### config.mk
export PLATFORM = sky130hd
export DESIGN_NAME = spectrum_bar_smoother
export DESIGN_NICKNAME = d
export VERILOG_FILES = /design/src/rtl/spectrum_bar_smoother.sv
export SDC_FILE = /design/constraint.sdc
export NUM_CORES = 1
export LEC_CHECK = 0
export ABC_AREA = 1
export CORE_AREA = 5 5 235 237
export DETAILED_ROUTE_END_ITERATION = 7
export DIE_AREA = 0 0 240 242
export GPL_TIMING_DRIVEN = 1
export HOLD_SLACK_MARGIN = 0.08
export PLACE_DENSITY = 0.74
export SYNTH_ARGS = -nofsm -noshare
export SYNTH_HDL_FRONTEND = slang
export SYNTH_SLANG_ARGS = --single-unit
### constraint.sdc
create_clock -name i_clk -period 14.56 [get_ports i_clk]
set_input_delay 2.912 -clock i_clk [delete_from_list [all_inputs] [get_ports i_clk]]
set_output_delay 2.912 -clock i_clk [all_outputs]
set_load 0.005 [all_outputs]
### src/rtl/spectrum_bar_smoother.sv
// Log-scaled spectrum bar smoother: turns 16 FFT bins into bar heights with
// instant attack, one-step decay, and a peak marker that holds and then falls.
module spectrum_bar_smoother #(
  parameter int NOISE_FLOOR = 4,
  parameter int HOLD_FRAMES = 8,
  parameter int HOLD_W      = 4
) (
  input  logic              i_clk,
  input  logic              i_rst,
  input  logic [15:0][15:0] i_data,
  input  logic              i_data_done,
  output logic [15:0][3:0]  o_bar,
  output logic [15:0][3:0]  o_peak,
  output logic              o_valid,
  output logic              o_busy,
  output logic [7:0]        o_drop_cnt
);

  localparam logic [3:0]        NF   = 4'(NOISE_FLOOR);
  localparam logic [HOLD_W-1:0] HOLD = HOLD_W'(HOLD_FRAMES);

  typedef enum logic [1:0] {S_IDLE, S_PROC, S_DONE} state_t;

  state_t                   state_q, state_d;
  logic [15:0][15:0]        shadow_q, shadow_d;
  logic [3:0]               bin_idx_q, bin_idx_d;
  logic [15:0][3:0]         bar_w_q, bar_w_d;
  logic [15:0][3:0]         peak_w_q, peak_w_d;
  logic [15:0][HOLD_W-1:0]  hold_q, hold_d;
  logic [15:0][3:0]         bar_q, bar_d;
  logic [15:0][3:0]         peak_q, peak_d;
  logic                     valid_q, valid_d;
  logic [7:0]               drop_q, drop_d;

  logic [15:0]       cur_x;
  logic [15:0]       neg_x;
  logic [14:0]       mag;
  logic [3:0]        lvl;
  logic [3:0]        tgt;
  logic [3:0]        cur_bar, cur_peak;
  logic [HOLD_W-1:0] cur_hold;
  logic [3:0]        bar_n, peak_n;
  logic [HOLD_W-1:0] hold_n;

  // Per-bin arithmetic for the bin selected by bin_idx_q.
  always_comb begin
    cur_x    = shadow_q[bin_idx_q];
    cur_bar  = bar_w_q[bin_idx_q];
    cur_peak = peak_w_q[bin_idx_q];
    cur_hold = hold_q[bin_idx_q];
    neg_x    = 16'(~cur_x + 16'd1);

    if (!cur_x[15])
      mag = cur_x[14:0];
    else if (cur_x == 16'h8000)
      mag = 15'h7FFF;
    else
      mag = neg_x[14:0];

    lvl = 4'd0;
    for (int i = 0; i < 15; i++) begin
      if (mag[i]) lvl = 4'(i + 1);
    end

    tgt   = (lvl > NF) ? lvl - NF : 4'd0;
    bar_n = (tgt >= cur_bar) ? tgt : cur_bar - 4'd1;

    if (bar_n >= cur_peak) begin
      peak_n = bar_n;
      hold_n = HOLD;
    end else if (cur_hold != '0) begin
      peak_n = cur_peak;
      hold_n = cur_hold - HOLD_W'(1);
    end else begin
      peak_n = cur_peak - 4'd1;
      hold_n = '0;
    end
  end

  always_comb begin
    state_d   = state_q;
    shadow_d  = shadow_q;
    bin_idx_d = bin_idx_q;
    bar_w_d   = bar_w_q;
    peak_w_d  = peak_w_q;
    hold_d    = hold_q;
    bar_d     = bar_q;
    peak_d    = peak_q;
    valid_d   = 1'b0;
    drop_d    = drop_q;

    // A done pulse anywhere outside S_IDLE is dropped, including S_DONE.
    if (i_data_done && (state_q != S_IDLE) && (drop_q != 8'hFF))
      drop_d = drop_q + 8'd1;

    case (state_q)
      S_IDLE: begin
        if (i_data_done) begin
          shadow_d  = i_data;
          bin_idx_d = 4'd0;
          state_d   = S_PROC;
        end
      end
      S_PROC: begin
        bar_w_d[bin_idx_q]  = bar_n;
        peak_w_d[bin_idx_q] = peak_n;
        hold_d[bin_idx_q]   = hold_n;
        bin_idx_d           = bin_idx_q + 4'd1;
        if (bin_idx_q == 4'd15) state_d = S_DONE;
      end
      S_DONE: begin
        bar_d   = bar_w_q;
        peak_d  = peak_w_q;
        valid_d = 1'b1;
        state_d = S_IDLE;
      end
      default: state_d = S_IDLE;
    endcase
  end

  always_ff @(posedge i_clk) begin
    if (i_rst) begin
      state_q   <= S_IDLE;
      shadow_q  <= '0;
      bin_idx_q <= '0;
      bar_w_q   <= '0;
      peak_w_q  <= '0;
      hold_q    <= '0;
      bar_q     <= '0;
      peak_q    <= '0;
      valid_q   <= 1'b0;
      drop_q    <= '0;
    end else begin
      state_q   <= state_d;
      shadow_q  <= shadow_d;
      bin_idx_q <= bin_idx_d;
      bar_w_q   <= bar_w_d;
      peak_w_q  <= peak_w_d;
      hold_q    <= hold_d;
      bar_q     <= bar_d;
      peak_q    <= peak_d;
      valid_q   <= valid_d;
      drop_q    <= drop_d;
    end
  end

  assign o_bar      = bar_q;
  assign o_peak     = peak_q;
  assign o_valid    = valid_q;
  assign o_busy     = (state_q != S_IDLE);
  assign o_drop_cnt = drop_q;

endmodule

==> impl_metrics.yaml, run 1 <==
status:
  status: "finished clean"
setup_path:
  critPathLaunch: "bin_idx_q[1]"
  critPathCaptureType: "register"
  worstPathMaxFanout: 75
  r2r-end: "peak_w_q[45]"
  start_kind: "register"
  path_class: "reg2reg"
  worst_r2r_path_depth: 37
  cpMaxStageDelayCell: "buf_4"
  required_ns: 15.10
  rrSetupSlack_ns: 6.30
  cpPeakStageDelay_ns: 0.83
  critPathArrivalTime_ns: 8.80
  r2r_start: "bin_idx_q[1]"
  crit_top_cell: "nand2_1"
pwr:
  p_sw_share_pct: 29.9
  ir_worst_vdd_uv: 97.9
  power_frac_seq_pct: 40.7
  leakagePower_nw: 13.8
  power.internal_mw: 2.96
  p_per_area_nw_per_um2: 131
  power_frac_comb_pct: 18.9
  p_clk_share_pct: 40.4
  power.switching_mw: 1.26
final_layout:
  nets: 4276
  drive_gt1_share_pct: 4.55
  stdcell_count: 4741
  area.growth.synth_to_final_pct: 23.1
placed_design:
  dpl.cell_count: 4627
  gp_congestion: 0.906
  dp.final_hpwl_mm: 58.3
  io_buffers: 396
synth:
  ys.warnings.count: 0
  synthMuxAreaShare_pct: 0
  synth_fa_ha_area_share_pct: 0.862
  yosysUniqueCellTypes: 47
  synth_compound_area_share_pct: 22.6
  synthFlopType: "dfxtp_1"
  synth.avg_cell_area_um2: 6.90
  synth_fp_nets: 4060
  synthXorXnorAreaFrac_pct: 0.436
  synth-edff-count: 0
  ys_ff_latch: 591
  synthCells: 3783
  synth-async-reset-ratio_pct: 0
  yosys.area_share.simple_pct: 20.6
  yosysSeqAreaShare_pct: 45.3
  synth_top_family_by_area: "compound AO/OA/AOI/OAI gates"
  synth_area_um2: 26100
floorplan:
  dieArea_um2: 58100
  die_w_um: 240
  rows: 85
  io_pins: 397
  initial_core_util_pct: 49.2
  coreArea_um2: 53100
  die_y_um: 242
timing:
  setup_tns_ns: 0
  skew_ns: 0.0192
  setup_violations: 0
  hold_viol: 0
  final.min_clock_period_ns: 8.26
  post-route-period-util_pct: 56.7
  rsz0062_at_grt: "false"
  worstMarginPinSlew_ns: 1.22
  maxClockFrequency_mhz: 121
  relSlewSlack_pct: 17.8
  slew_violations: 0
drt:
  drtAntennaViolNets: 0
  vias: 25600
  wl_mm: 87.7
  drt_iter0_markers: 2786
  route.detailed.drc: 0
  drt-wirelength-per-cell_um: 18.5
  vias_per_cell: 5.40
  firstDrtPassIters: 6
clock_network:
  htree_levels: 3
  cts_resized: 0
  post_cts_buffers: 0
  clockBufferDepth: 3
  cts.clk_slew.worst_paths_ns: 0.06
  clk_latency_ns: 0.59
  clock_sinks: 591
  root_buffer: "clkbuf_16"
  cts_tree: "built"
  cts_hold_buf: 0
  cts_buffers: 66
global_route:
  grt_pass1_vias: 23800
  grt_max_degree: 237
  antenna_found_initial: 3
  grt_pass1_wl_mm: 136
  grt-ovfl-total: 0
  grt_usage_pct: 28.9
run:
  drv_cap: 0
hold_path:
  hold_depth: 2
  hp-class: "reg2reg"
  worstHoldStart: "shadow_q[184]"
  worstHoldEndpoint: "shadow_q[184]"
layer usage:
metal | vias up | wire length (um) | track usage [%] | part of all wire [%]
met5 | - | 13 | 0 | 0.015
met4 | 2 | 4040 | 12.4 | 4.6
met3 | 205 | 6720 | 5.03 | 7.7
met2 | 1056 | 40300 | 45.9 | 46
met1 | 11700 | 36600 | 38.7 | 42
li1 | 12600 | - | - | -
cells in the mapped netlist, drive strengths merged (2+ instances only):
| cell type | count | area share [%] |
|---|---|---|
| clkinv | 3 | 0.043 |
| o21ai | 740 | 14 |
| xnor2 | 3 | 0.10 |
| xor2 | 10 | 0.34 |
| a31oi | 4 | 0.096 |
| nor3 | 2 | 0.057 |
| or2 | 2 | 0.048 |
| clkbuf | 198 | 2.9 |
| inv | 371 | 5.3 |
| o22ai | 25 | 0.60 |
| nand3 | 80 | 1.8 |
| a21oi | 385 | 7.4 |
| nand4 | 13 | 0.34 |
| ha | 18 | 0.86 |
| nand2 | 428 | 6.2 |
| dfxtp | 591 | 45 |
| buf | 73 | 2.0 |
| nor2 | 823 | 12 |
| a211oi | 2 | 0.057 |
| nor4 | 5 | 0.17 |
power groups by stage:
stage | Combinational (mW) | Sequential, mW | Clock [mW]
4_1_cts | 0.789 | 1.71 | 1.72
3_5_place_dp | 0.783 | 1.75 | 0
6_report | 0.798 | 1.72 | 1.70
5_1_grt | 0.884 | 1.72 | 1.79
2_1_floorplan | 0.580 | 1.74 | 0
3_3_place_gp | 0.778 | 1.75 | 0
state kept, by name, indices dropped and copies added (netlist names), 4 cells and up:
signal      flops
shadow_q      256
o_drop_cnt      8
peak_w_q       64
o_peak         64
bin_idx_q       4
hold_q         64
o_bar          64
bar_w_q        64
cell usage in the layout (no fill, tap or decap), types with 15 or more instances in the layout:
cell type	Yosys	routed
nand2_1	422	421
ha_1	18	18
inv_1	363	360
clkdlybuf4s50_1	0	395
o22ai_1	25	25
nor2_2	10	17
nor2_1	812	804
o21ai_0	675	675
clkbuf_16	0	70
dfxtp_1	591	589
buf_4	13	22
o21ai_1	61	61
nand3_1	68	68
clkbuf_1	197	15
a21oi_1	383	383
cells by family (layout without fill, tap and decap cells):
kind of cell,Yosys count,count (layout)
and+or+nand+nor,1354,1354
buffers and inverters,645,905
adders and majority gates,18,18
other,0,2
xor gates and xnor gates,13,13
AOI/OAI and AO/OA,1162,1162
DFF,591,591
how the worst max path moves through the flow:
stage | to
after floorplan | hold_q[13]
after global placement | peak_w_q[61]
after detailed placement | peak_w_q[45]
after CTS | peak_w_q[53]
after global routing | peak_w_q[45]
final | peak_w_q[45]
metrics by stage:
stage | setup slack (ns) | utilization (%) | power [mW] | hold slack [ns] | cell area (um^2)
floorplan | 8.74 | - | 2.32 | 0.429 | 26100
global placement | 6.65 | 56.4 | 2.53 | 0.441 | 29900
detailed placement | 6.45 | 56.4 | 2.53 | 0.445 | 29900
CTS | 6.39 | 60.6 | 4.22 | 0.454 | 32100
global route | 5.58 | 60.6 | 4.40 | 0.469 | 32200
finish | 6.30 | 60.6 | 4.22 | 0.453 | 32200
critical path: cells and delay by family, from the launching register on:
family | cells | cell delay [ns]
flops | 1 | 0.56
simple gates | 16 | 2.52
fa+ha+maj | 2 | 0.65
buf+inv | 10 | 2.15
xor+xnor | 1 | 0.19
compound gates | 8 | 2.05
layout make-up:
cell class / count / area [um^2]
multi-input cells: 2547 / 11600
fillers: 4894 / 20900
repair buffers: 419 / 4160
clock inverters: 14 / 216
diodes: 2 / 5.00
inverters: 374 / 1430
clock buffers: 98 / 1990
flip-flops and latches: 591 / 11800
well taps: 696 / 871
Note: power is estimated with default switching activity, not from simulation.
==> run 2, diff against run 1 <==
==> constraint.sdc (replaced) <==
create_clock -name i_clk -period 8.34 [get_ports i_clk]
set_input_delay 1.668 -clock i_clk [delete_from_list [all_inputs] [get_ports i_clk]]
set_output_delay 1.668 -clock i_clk [all_outputs]
set_load 0.005 [all_outputs]
==> run 2 against run 1 <==
Register-to-register slack lost 5.3 ns. Fmax grew 12%. Clock power grew 78%. Die area is the same. Count of clock-buffer cells in the layout shrank 16. Sequential power grew 74%. Sequential share of layout area shrank 0.097 points. Worst hold slack lost 0.00089 ns. Cell count grew 0.15%. Critical path type unchanged. Highest routed layer unchanged.
==> impl_metrics.yaml, run 2 (same netlist as run 1, synthesis figures left out) <==
pwr:
  ir_worst_vdd_uv: 189
  p_per_area_nw_per_um2: 230
  p_total_mw: 7.42
  leakagePower_nw: 13.8
drt:
  firstDrtPassIters: 5
  met2WireLength_mm: 41.2
  drtAntennaViolNets: 0
  drt_iter0_markers: 2478
  drt-wirelength-per-cell_um: 18.2
  route.detailed.drc: 0
  vias_per_cell: 5.36
  vias: 25500
  wl_met1_mm: 35.8
  wl_mm: 86.4
  wl_met3_mm: 6.60
  top_layer: "met5"
floorplan:
  io_pins: 397
  die_w_um: 240
  die_y_um: 242
  dieArea_um2: 58100
  initial_core_util_pct: 49.2
  coreArea_um2: 53100
  rows: 85
final_layout:
  nets: 4278
  area.growth.synth_to_final_pct: 23.4
  stdcell_count: 4748
  largest_reg_flops: 256
  largest_register: "shadow_q"
  fillers: 4929
  layout_commonest_cell: "nor2_1"
  drive_gt1_share_pct: 4.87
  layout_common_cells: "nor2_1 (805), o21ai_0 (675), dfxtp_1 (589)"
  final_core_util_pct: 60.7
  design_area_um2: 32200
clock_network:
  cts_tree: "built"
  clock_sinks: 591
  htree_levels: 2
  cts_resized: 0
  cts_buffers: 61
  post_cts_buffers: 0
  root_buffer: "clkbuf_16"
  clockBufferDepth: 3
  cts.clk_slew.worst_paths_ns: 0.06
  cts_hold_buf: 0
  clk_latency_ns: 0.64
global_route:
  antenna_found_initial: 5
  grt_usage_pct: 28.2
  grt_pass1_vias: 23600
  grt_pass1_wl_mm: 133
  grt-ovfl-total: 0
  grt_max_degree: 254
timing:
  setup_ws_ns: 0.973
  maxClockFrequency_mhz: 136
  final.min_clock_period_ns: 7.37
  worstMarginPinSlew_ns: 1.19
  slew_violations: 0
  setup_tns_ns: 0
  setup_violations: 0
  relSlewSlack_pct: 20.4
  rsz0062_at_grt: "false"
  holdWs_ns: 0.452
  hold_viol: 0
  skew_ns: 0.0240
  post-route-period-util_pct: 88.3
status:
  status: "finished clean"
setup_path:
  cpMaxStageDelayCell: "nand3_1"
  critPathLaunch: "bin_idx_q[0]"
  r2r_start: "bin_idx_q[0]"
  worst_setup_path_endpoint: "peak_w_q[53]"
  r2r-end: "peak_w_q[53]"
  crit_top_cell: "nand2_1"
  rrSetupSlack_ns: 0.97
  required_ns: 8.92
  worstPathMaxFanout: 97
  start_kind: "register"
  cpPeakStageDelay_ns: 0.76
  worst_r2r_path_depth: 38
  path_class: "reg2reg"
  critPathArrivalTime_ns: 7.95
  critPathCaptureType: "register"
placed_design:
  place_ws_ns: 1.15
  dpl.cell_count: 4634
  dpl_cell_area_um2: 30000
  gp_congestion: 0.875
  io_buffers: 396
  dp.final_hpwl_mm: 57.9
run:
  drv_cap: 0
hold_path:
  hp-class: "reg2reg"
==> run 2: worst min-delay path by stage <==
stage	from	to	slack, ns	cells after the start
finish	shadow_q[190]	shadow_q[190]	0.45	2
global route	shadow_q[190]	shadow_q[190]	0.47	2
CTS	shadow_q[221]	shadow_q[221]	0.46	2
detailed placement	shadow_q[221]	shadow_q[221]	0.45	2
global placement	shadow_q[31]	shadow_q[31]	0.44	2
floorplan	shadow_q[106]	shadow_q[106]	0.43	2
==> run 2: final cells by class <==
class	instances	area [um^2]	area share, %
Antenna cell	4	10.0	0.0310
Clock buffer	82	1760	5.45
Clock inverter	28	483	1.50
Inverter	374	1430	4.43
Multi-Input combinational cell	2547	11600	36.1
Sequential cell	591	11800	36.7
Tap cell	696	871	2.70
Timing Repair Buffer	426	4210	13.1
==> run 2: where the power goes <==
group | internal [mW] | total, mW | switching, mW
Clock | 1.84 | 3.03 | 1.18
Sequential | 2.94 | 3.00 | 0.0556
Combinational | 0.424 | 1.39 | 0.969
Total | 5.21 | 7.42 | 2.21
==> run 2: routing by layer <==
metal  GRT usage, %  vias up
met5              0        -
met4           9.75        2
met3           4.19      159
met2           47.4     1000
met1           37.1    11700
li1               -    12600
==> run 2: critical path: cells and delay by family, from the launching register on <==
family	cells	cell delay, ns
DFF	1	0.67
buffers and inverters	8	0.97
adders and majority gates	3	0.81
and+or+nand+nor	19	2.79
AOI/OAI and AO/OA	8	1.99
